$ cat config.mk
export PLATFORM = sky130hd
export DESIGN_NAME = rf_write_arbiter
export DESIGN_NICKNAME = d
export VERILOG_FILES = /design/src/rtl/rvga_types.sv /design/src/rtl/rf_write_arbiter.sv
export SDC_FILE = /design/constraint.sdc
export NUM_CORES = 1
export LEC_CHECK = 0
export CAP_MARGIN = 10
export CORE_UTILIZATION = 35
export DETAILED_ROUTE_END_ITERATION = 10
export PLACE_DENSITY_LB_ADDON = 0.3
export SLEW_MARGIN = 20
export SYNTH_ARGS = -nofsm -noshare
export SYNTH_HDL_FRONTEND = slang
export SYNTH_SLANG_ARGS = --single-unit
$ cat constraint.sdc
create_clock -name clk_i -period 2.3 [get_ports clk_i]
set_input_delay 0.345 -clock clk_i [delete_from_list [all_inputs] [get_ports clk_i]]
set_output_delay 0.345 -clock clk_i [all_outputs]
set_load 0.005 [all_outputs]
$ cat src/rtl/rvga_types.sv
// Shared types for the register-file write path.
// Also carries the default starvation limit for the write arbiter.
`ifndef RVGA_STARVE_LIMIT_DEFAULT
`define RVGA_STARVE_LIMIT_DEFAULT 4
`endif

package rvga_types;

    typedef logic [4:0]  rvga_reg;
    typedef logic [31:0] rvga_word;

    typedef enum logic [1:0] {
        RfarbIdle,
        RfarbWait,
        RfarbForce
    } rvga_rfarb_state_e;

    localparam int unsigned RVGA_STARVE_LIMIT_DEFAULT = `RVGA_STARVE_LIMIT_DEFAULT;

endpackage

$ cat src/rtl/rf_write_arbiter.sv
// Arbitrates the single register-file write port between writeback (priority) and the
// long-latency unit, with a starvation guard that freezes the pipeline for one cycle.
module rf_write_arbiter
    import rvga_types::*;
#(
    parameter int unsigned STARVE_LIMIT = RVGA_STARVE_LIMIT_DEFAULT
) (
    input  logic        clk_i,
    input  logic        rst_i,
    input  logic [4:0]  wb_rd_i,
    input  logic [31:0] wb_data_i,
    input  logic        wb_w_v_i,
    input  logic        lu_v_i,
    input  logic [4:0]  lu_rd_i,
    input  logic [31:0] lu_data_i,
    output logic        lu_ready_o,
    output logic        stall_o,
    output logic [4:0]  rf_rd_o,
    output logic [31:0] rf_data_o,
    output logic        rf_w_v_o
);

    localparam logic [3:0] CntLast = 4'(STARVE_LIMIT - 1);

    rvga_rfarb_state_e state_q, state_d;
    logic [3:0]        cnt_q, cnt_d;
    rvga_reg           rf_rd_q, rf_rd_d;
    rvga_word          rf_data_q, rf_data_d;
    logic              rf_w_v_q, rf_w_v_d;

    logic     stall;
    logic     wbq;
    logic     lu_grant;
    logic     sel_v;
    rvga_reg  sel_rd;
    rvga_word sel_data;

    assign stall = (state_q == RfarbForce);
    // A held WB request is not consumed during the freeze cycle.
    assign wbq   = wb_w_v_i && (wb_rd_i != '0) && !stall;

    always_comb begin
        state_d  = RfarbIdle;
        cnt_d    = '0;
        lu_grant = 1'b0;
        sel_v    = 1'b0;
        sel_rd   = '0;
        sel_data = '0;

        if (wbq) begin
            sel_v    = 1'b1;
            sel_rd   = wb_rd_i;
            sel_data = wb_data_i;
        end else if (lu_v_i) begin
            sel_v    = 1'b1;
            sel_rd   = lu_rd_i;
            sel_data = lu_data_i;
        end

        unique case (state_q)
            RfarbForce: begin
                lu_grant = lu_v_i;
            end
            default: begin
                if (lu_v_i) begin
                    // Same-rd conflict: WB is the younger writer, so the LU result is dropped.
                    if (!wbq || (lu_rd_i == '0) || (lu_rd_i == wb_rd_i)) begin
                        lu_grant = 1'b1;
                    end else if (cnt_q == CntLast) begin
                        state_d = RfarbForce;
                    end else begin
                        state_d = RfarbWait;
                        cnt_d   = cnt_q + 4'd1;
                    end
                end
            end
        endcase

        rf_w_v_d  = sel_v && (sel_rd != '0);
        rf_rd_d   = rf_w_v_d ? sel_rd : '0;
        rf_data_d = rf_w_v_d ? sel_data : '0;
    end

    always_ff @(posedge clk_i or negedge rst_i) begin
        if (!rst_i) begin
            state_q   <= RfarbIdle;
            cnt_q     <= '0;
            rf_rd_q   <= '0;
            rf_data_q <= '0;
            rf_w_v_q  <= 1'b0;
        end else begin
            state_q   <= state_d;
            cnt_q     <= cnt_d;
            rf_rd_q   <= rf_rd_d;
            rf_data_q <= rf_data_d;
            rf_w_v_q  <= rf_w_v_d;
        end
    end

    assign lu_ready_o = lu_grant && rst_i;
    assign stall_o    = stall;
    assign rf_rd_o    = rf_rd_q;
    assign rf_data_o  = rf_data_q;
    assign rf_w_v_o   = rf_w_v_q;

    // An LU result must be held until it is consumed.
    lu_hold_a : assert property (@(posedge clk_i) disable iff (!rst_i)
        (lu_v_i && !lu_ready_o) |=> lu_v_i);

    cnt_range_a : assert property (@(posedge clk_i) disable iff (!rst_i)
        cnt_q <= CntLast);

endmodule
**Word-level counts from Yosys, hierarchy flattened**

Index checks and enable logic that the tools add are counted.

- Add/sub/neg operators: 1
- Equal/unequal tests: 3
- Mux-type cells: 19
- Reductions and logical operators: 11

Operators by type and width:

| kind | count |
|---|---|
| $mux W32 | 3 |
| $mux W4 | 4 |
| $mux W5 | 3 |
| $reduce_bool A5 Y1 | 2 |
| $mux W2 | 4 |
| $eq A5 B5 Y1 | 1 |
| $logic_not A5 Y1 | 1 |
| $mux W1 | 5 |
| $add A4 B1 Y4 const B | 1 |
| $eq A4 B2 Y1 const B | 1 |
| $logic_and A1 B1 Y1 | 4 |
| $eq A2 B2 Y1 const B | 1 |
| $logic_not A1 Y1 | 2 |
| $logic_or A1 B1 Y1 | 2 |

- Flip-flop bits (word level): 44
- Bits of input ports: 78
- Output and inout bits: 40
- Logic and storage cells: 39

**Logic depth before layout (Yosys ltp)**

Gate-level depths: netlist of the first run.

- Word-level depth: 10
- Depth in mapped cells: 6
- Depth with buffers taken out: 4

**Least setup slack after synthesis of the first run**

No wires, ideal clock.

- Path kind: input port to output port
- Start: in wb_rd_i[1]
- End: out lu_ready_o
- Arrival: 1572 ps
- Slack: 383 ps
- Cell stages on the path: 5
- Path buffers: 1
- Cell sequence: or4_1 o211a_1 buf_6 o31ai_1 o211a_1

- Longest elaborated chain between the ends: 10
- Elaborated cells on any way between the ends: 11
- Classes of those cells: eq/ne (1); mux (3); reduce/logical (7)

Ends and longest elaborated chain:

| what | line | source |
|---|---|---|
| start: declaration | rf_write_arbiter.sv:10 | `input logic [4:0] wb_rd_i,` |
| $reduce_bool A5 Y1 | rf_write_arbiter.sv:40 | `assign wbq = wb_w_v_i && (wb_rd_i != '0) && !stall;` |
| $logic_and A1 B1 Y1 (2 in a row) | rf_write_arbiter.sv:40 |  |
| $logic_not A1 Y1 | rf_write_arbiter.sv:67 | `if (!wbq \|\| (lu_rd_i == '0) \|\| (lu_rd_i == wb_rd_i)) begin` |
| $logic_or A1 B1 Y1 | rf_write_arbiter.sv:67 |  |
| $logic_or A1 B1 Y1 * | rf_write_arbiter.sv:67 |  |
| $mux W1 * | rf_write_arbiter.sv:67 |  |
| $mux W1 * | rf_write_arbiter.sv:65 | `if (lu_v_i) begin` |
| $mux W1 * | rf_write_arbiter.sv:60 | `unique case (state_q)` |
| $logic_and A1 B1 Y1 * | rf_write_arbiter.sv:100 | `assign lu_ready_o = lu_grant && rst_i;` |
| end: declaration | rf_write_arbiter.sv:16 | `output logic lu_ready_o,` |

Mark *: on every way between the ends. The rest lies on a longest branch, timed or not.

**Worst setup path after layout of the first run**

- Start: in lu_rd_i[2]
- End: out lu_ready_o

- Longest elaborated chain between the ends: 7
- Elaborated cells on any way between the ends: 8
- Classes of those cells: eq/ne (1); mux (3); reduce/logical (4)

Ends and longest elaborated chain:

| what | line | source |
|---|---|---|
| start: declaration | rf_write_arbiter.sv:14 | `input logic [4:0] lu_rd_i,` |
| $logic_not A5 Y1 | rf_write_arbiter.sv:67 |  |
| $logic_or A1 B1 Y1 | rf_write_arbiter.sv:67 |  |
| $logic_or A1 B1 Y1 * | rf_write_arbiter.sv:67 |  |
| $mux W1 * | rf_write_arbiter.sv:67 |  |
| $mux W1 * | rf_write_arbiter.sv:65 |  |
| $mux W1 * | rf_write_arbiter.sv:60 |  |
| $logic_and A1 B1 Y1 * | rf_write_arbiter.sv:100 |  |

Marks and branches as above.

==> flow_metrics.py, run 1 <==
metrics = {
    "setup_path": {
        "crit_fanout": 3,
        "cp_slowest_cell": "or4_1",
        "arrival_ns": 1.85,
        "crit_path_cell_trace": "clkdlybuf4s50_1, or4_1, nor2_1, o211a_1, clkdlybuf4s15_2",
        "crit_required_ns": 1.96,
        "critPathKind": "input port to primary output",
        "slowest_delay_ns": 0.55,
        "critical_path.startpoint_type": "input port",
        "end_kind": "primary output",
        "r2r_slack_ns": 0.57,
    },
    "synthesis": {
        "synth_warnings": 0,
        "ys_types": 26,
        "netlist.area_leader.share_pct": 63.35,
        "syn_inst": 130,
        "syn_avg_cell_area_um2": 13.37,
        "ys.flop_type": "dfrtp_1",
        "ys_ff_latch": 44,
        "syn-cell-area_mm2": 0.001738,
        "synth_top_area_cell": "dfrtp_1",
        "async_reset_ff_share_pct": 100.0,
        "yosysSeqAreaShare_pct": 63.35,
        "synth_area_leaders": "dfrtp_1 (63%), a22o_1 (16%), buf_6 (2.6%)",
        "synth_edf_count": 0,
        "synth_common_cells": "dfrtp_1 (44), a22o_1 (32), nand2_1 (9)",
        "syn_nets": 209,
        "post-synth-top-count-cell": "dfrtp_1",
    },
    "finish": {
        "nNetsFinal": 338,
        "nFillCells": 384,
        "drive_gt1_share_pct": 10.04,
        "fin_cells": 326,
        "area_delta_synth_final_pct": 80.42,
        "n_antenna_cell": 0,
    },
    "sta": {
        "finalSetupViolCount": 0,
        "finalSetupTns_ns": 0,
        "drv_slew": 0,
        "min_period_ns": 2.200,
        "slew-limit-headroom_pct": 63.82,
        "layout_setup_ws_ns": 0.1002,
        "fmax_mhz": 454.6,
        "hold_violations": 0,
        "fin_worst_skew_ns": 0.004113,
        "tightest_slew_ns": 0.5426,
        "rsz0062_at_grt": "no",
        "finalCritPeriodShare_pct": 95.64,
    },
    "clock_network": {
        "numCtsBuffers": 5,
        "htree_levels": 2,
        "cts.sinks": 44,
        "path_clk_slew_ns": 0.07,
        "root_buffer": "clkbuf_8",
        "cts_tree": "built",
        "cts_buffer_depth": 2,
        "worstSkewPairLatency_ns": 0.29,
    },
    "die": {
        "num_rows": 25,
        "initial_core_util_pct": 36.55,
        "die_area_mm2": 0.005251,
        "die_x_um": 72.47,
        "die_h_um": 72.47,
        "ios": 118,
        "core-area_mm2": 0.004755,
    },
    "placement": {
        "io_buffers": 117,
        "gp_congestion": 0.8114,
        "pre_cts_ws_ns": -0.3184,
        "hpwl_mm": 3.588,
        "dpl.cell_count": 319,
    },
    "route": {
        "drtIter0Drc": 93,
        "drt-total-wl_mm": 4.847,
        "vias_per_cell": 4.807,
        "routedWlPerCell_um": 14.87,
        "num_vias": 1567,
        "drc": 0,
        "dr.pass1.iters": 4,
        "ant_nets": 0,
    },
    "global_routing": {
        "overflow": 0,
        "antenna_found_initial": 0,
        "grt_max_degree": 45,
        "grt_pass1_wl_mm": 7.245,
        "grt_usage_pct": 18.35,
        "grt_pass1_vias": 1551,
    },
    "min_path": {
        "hp-class": "input port to async pin",
    },
    "pwr": {
        "leakage_nw": 1.393,
        "peakVddDrop_mv": 0.2938,
        "design_power_total_mw": 1.652,
        "power_density_mw_per_mm2": 527.0,
    },
    "status": {
        "status": "finished clean",
    },
    "job": {
        "drv_cap": 0,
    },
}
critical path, delay by kind of cell:
kind | cells | cell delay [ns]
and+or+nand+nor | 2 | 0.68
buffers and inverters | 2 | 0.66
AOI/OAI and AO/OA | 1 | 0.17
layout make-up:
type	instances	area, um^2	area share (%)
inverters	3	11.26	0.3591
multi-input cells	74	566.8	18.08
flip-flops and latches	44	1101	35.12
repair buffers	131	1295	41.30
clock inverters	1	5.005	0.1596
well taps	67	83.83	2.674
clock buffers	6	72.57	2.314
cell families after synthesis:
family	synth area share, %
XOR/XNOR	3.024
buffers and inverters	4.319
AO/OA/AOI/OAI	20.30
flip-flops	63.36
adder cells (fa/ha/maj)	0.7198
AND/OR/NAND/NOR	8.279
state kept, by name (all words and copies together), names as in the netlist:
signal and flops:
rf_w_v_o 1, state_q 2, cnt_q 4, rf_rd_o 5, rf_data_o 32
layout by cell type, fill, tap and decap left out:
cell | Yosys | layout
buf_4 | 0 | 13
nand3b_1 | 1 | 1
nor3b_1 | 2 | 2
or4_1 | 2 | 2
nand2_1 | 9 | 9
dfrtp_1 | 44 | 44
clkbuf_8 | 0 | 5
a22o_1 | 32 | 32
clkdlybuf4s15_2 | 0 | 1
nor3b_4 | 1 | 1
and3_1 | 1 | 1
dlymetal6s2s_1 | 0 | 4
clkdlybuf4s50_1 | 0 | 111
nor2_1 | 1 | 1
o21ai_2 | 1 | 1
nand3_1 | 2 | 2
nand2b_1 | 2 | 2
a31o_2 | 1 | 1
o211a_1 | 2 | 2
nor4_1 | 1 | 1
buf_12 | 0 | 1
clkbuf_1 | 4 | 1
nor3_1 | 3 | 3
xor2_1 | 3 | 3
buf_2 | 0 | 1
o31ai_2 | 0 | 1
o21ai_0 | 4 | 4
a211oi_1 | 1 | 1
inv_1 | 3 | 3
clkinv_2 | 0 | 1
xnor2_1 | 3 | 3
ha_1 | 1 | 1
report_power, final:
| part | internal (mW) | switching (mW) | leakage [nW] | total [mW] |
|---|---|---|---|---|
| Clock | 0.206 | 0.237 | 0.0410 | 0.444 |
| Combinational | 0.254 | 0.118 | 0.791 | 0.372 |
| Sequential | 0.823 | 0.0137 | 0.561 | 0.836 |
stage by stage:
step,hold WS [ns],utilization (%),instance area [um^2]
2_1_floorplan,0.04941,-,1738
3_3_place_gp,0.4641,63.97,3042
3_5_place_dp,0.4745,63.97,3042
4_1_cts,0.1740,65.74,3126
5_1_grt,0.2093,65.95,3136
6_report,0.1638,65.95,3136
routing by layer:
| metal | part of all wire (%) | wire length (um) | vias up | track usage [%] |
|---|---|---|---|---|
| li1 | - | - | 730 | - |
| met1 | 40 | 1942 | 739 | 21.51 |
| met2 | 48 | 2338 | 85 | 30.63 |
| met3 | 9.4 | 455 | 13 | 6.250 |
| met4 | 2.3 | 110 | 0 | 7.843 |
| met5 | 0 | 0 | - | 0 |
path summary, 6_finish.rpt:
kind                            startpoint             to  depth (start not counted)
max in group asynchronous            rst_i  rf_data_o[28]                          2
worst min-delay path                 rst_i  rf_data_o[30]                          2
min in group clk_i              wb_rd_i[4]     rf_rd_o[4]                          3
worst min register to register    cnt_q[0]       cnt_q[0]                          1
worst max-delay path            lu_rd_i[2]     lu_ready_o                          5
worst max register to register  state_q[0]   rf_data_o[5]                          6
what timing repair did:
action	4_1_cts	5_1_grt
hold buffers	0	0
setup buffers	1	0
gates resized for setup	4	4
setup endpoints to repair	1	33
pin swaps	2	3
(Power assumes the default switching activity.)
==> run 2, diff against run 1 <==
--- a/config.mk
+++ b/config.mk
@@ -8,6 +8,7 @@
 export CAP_MARGIN = 10
 export CORE_UTILIZATION = 35
 export DETAILED_ROUTE_END_ITERATION = 10
+export HOLD_SLACK_MARGIN = 0.12
 export PLACE_DENSITY_LB_ADDON = 0.3
 export SLEW_MARGIN = 20
 export SYNTH_ARGS = -nofsm -noshare
==> results of run 2 <==
No change in the layout: final DEF, timing and power equal those of run 1.
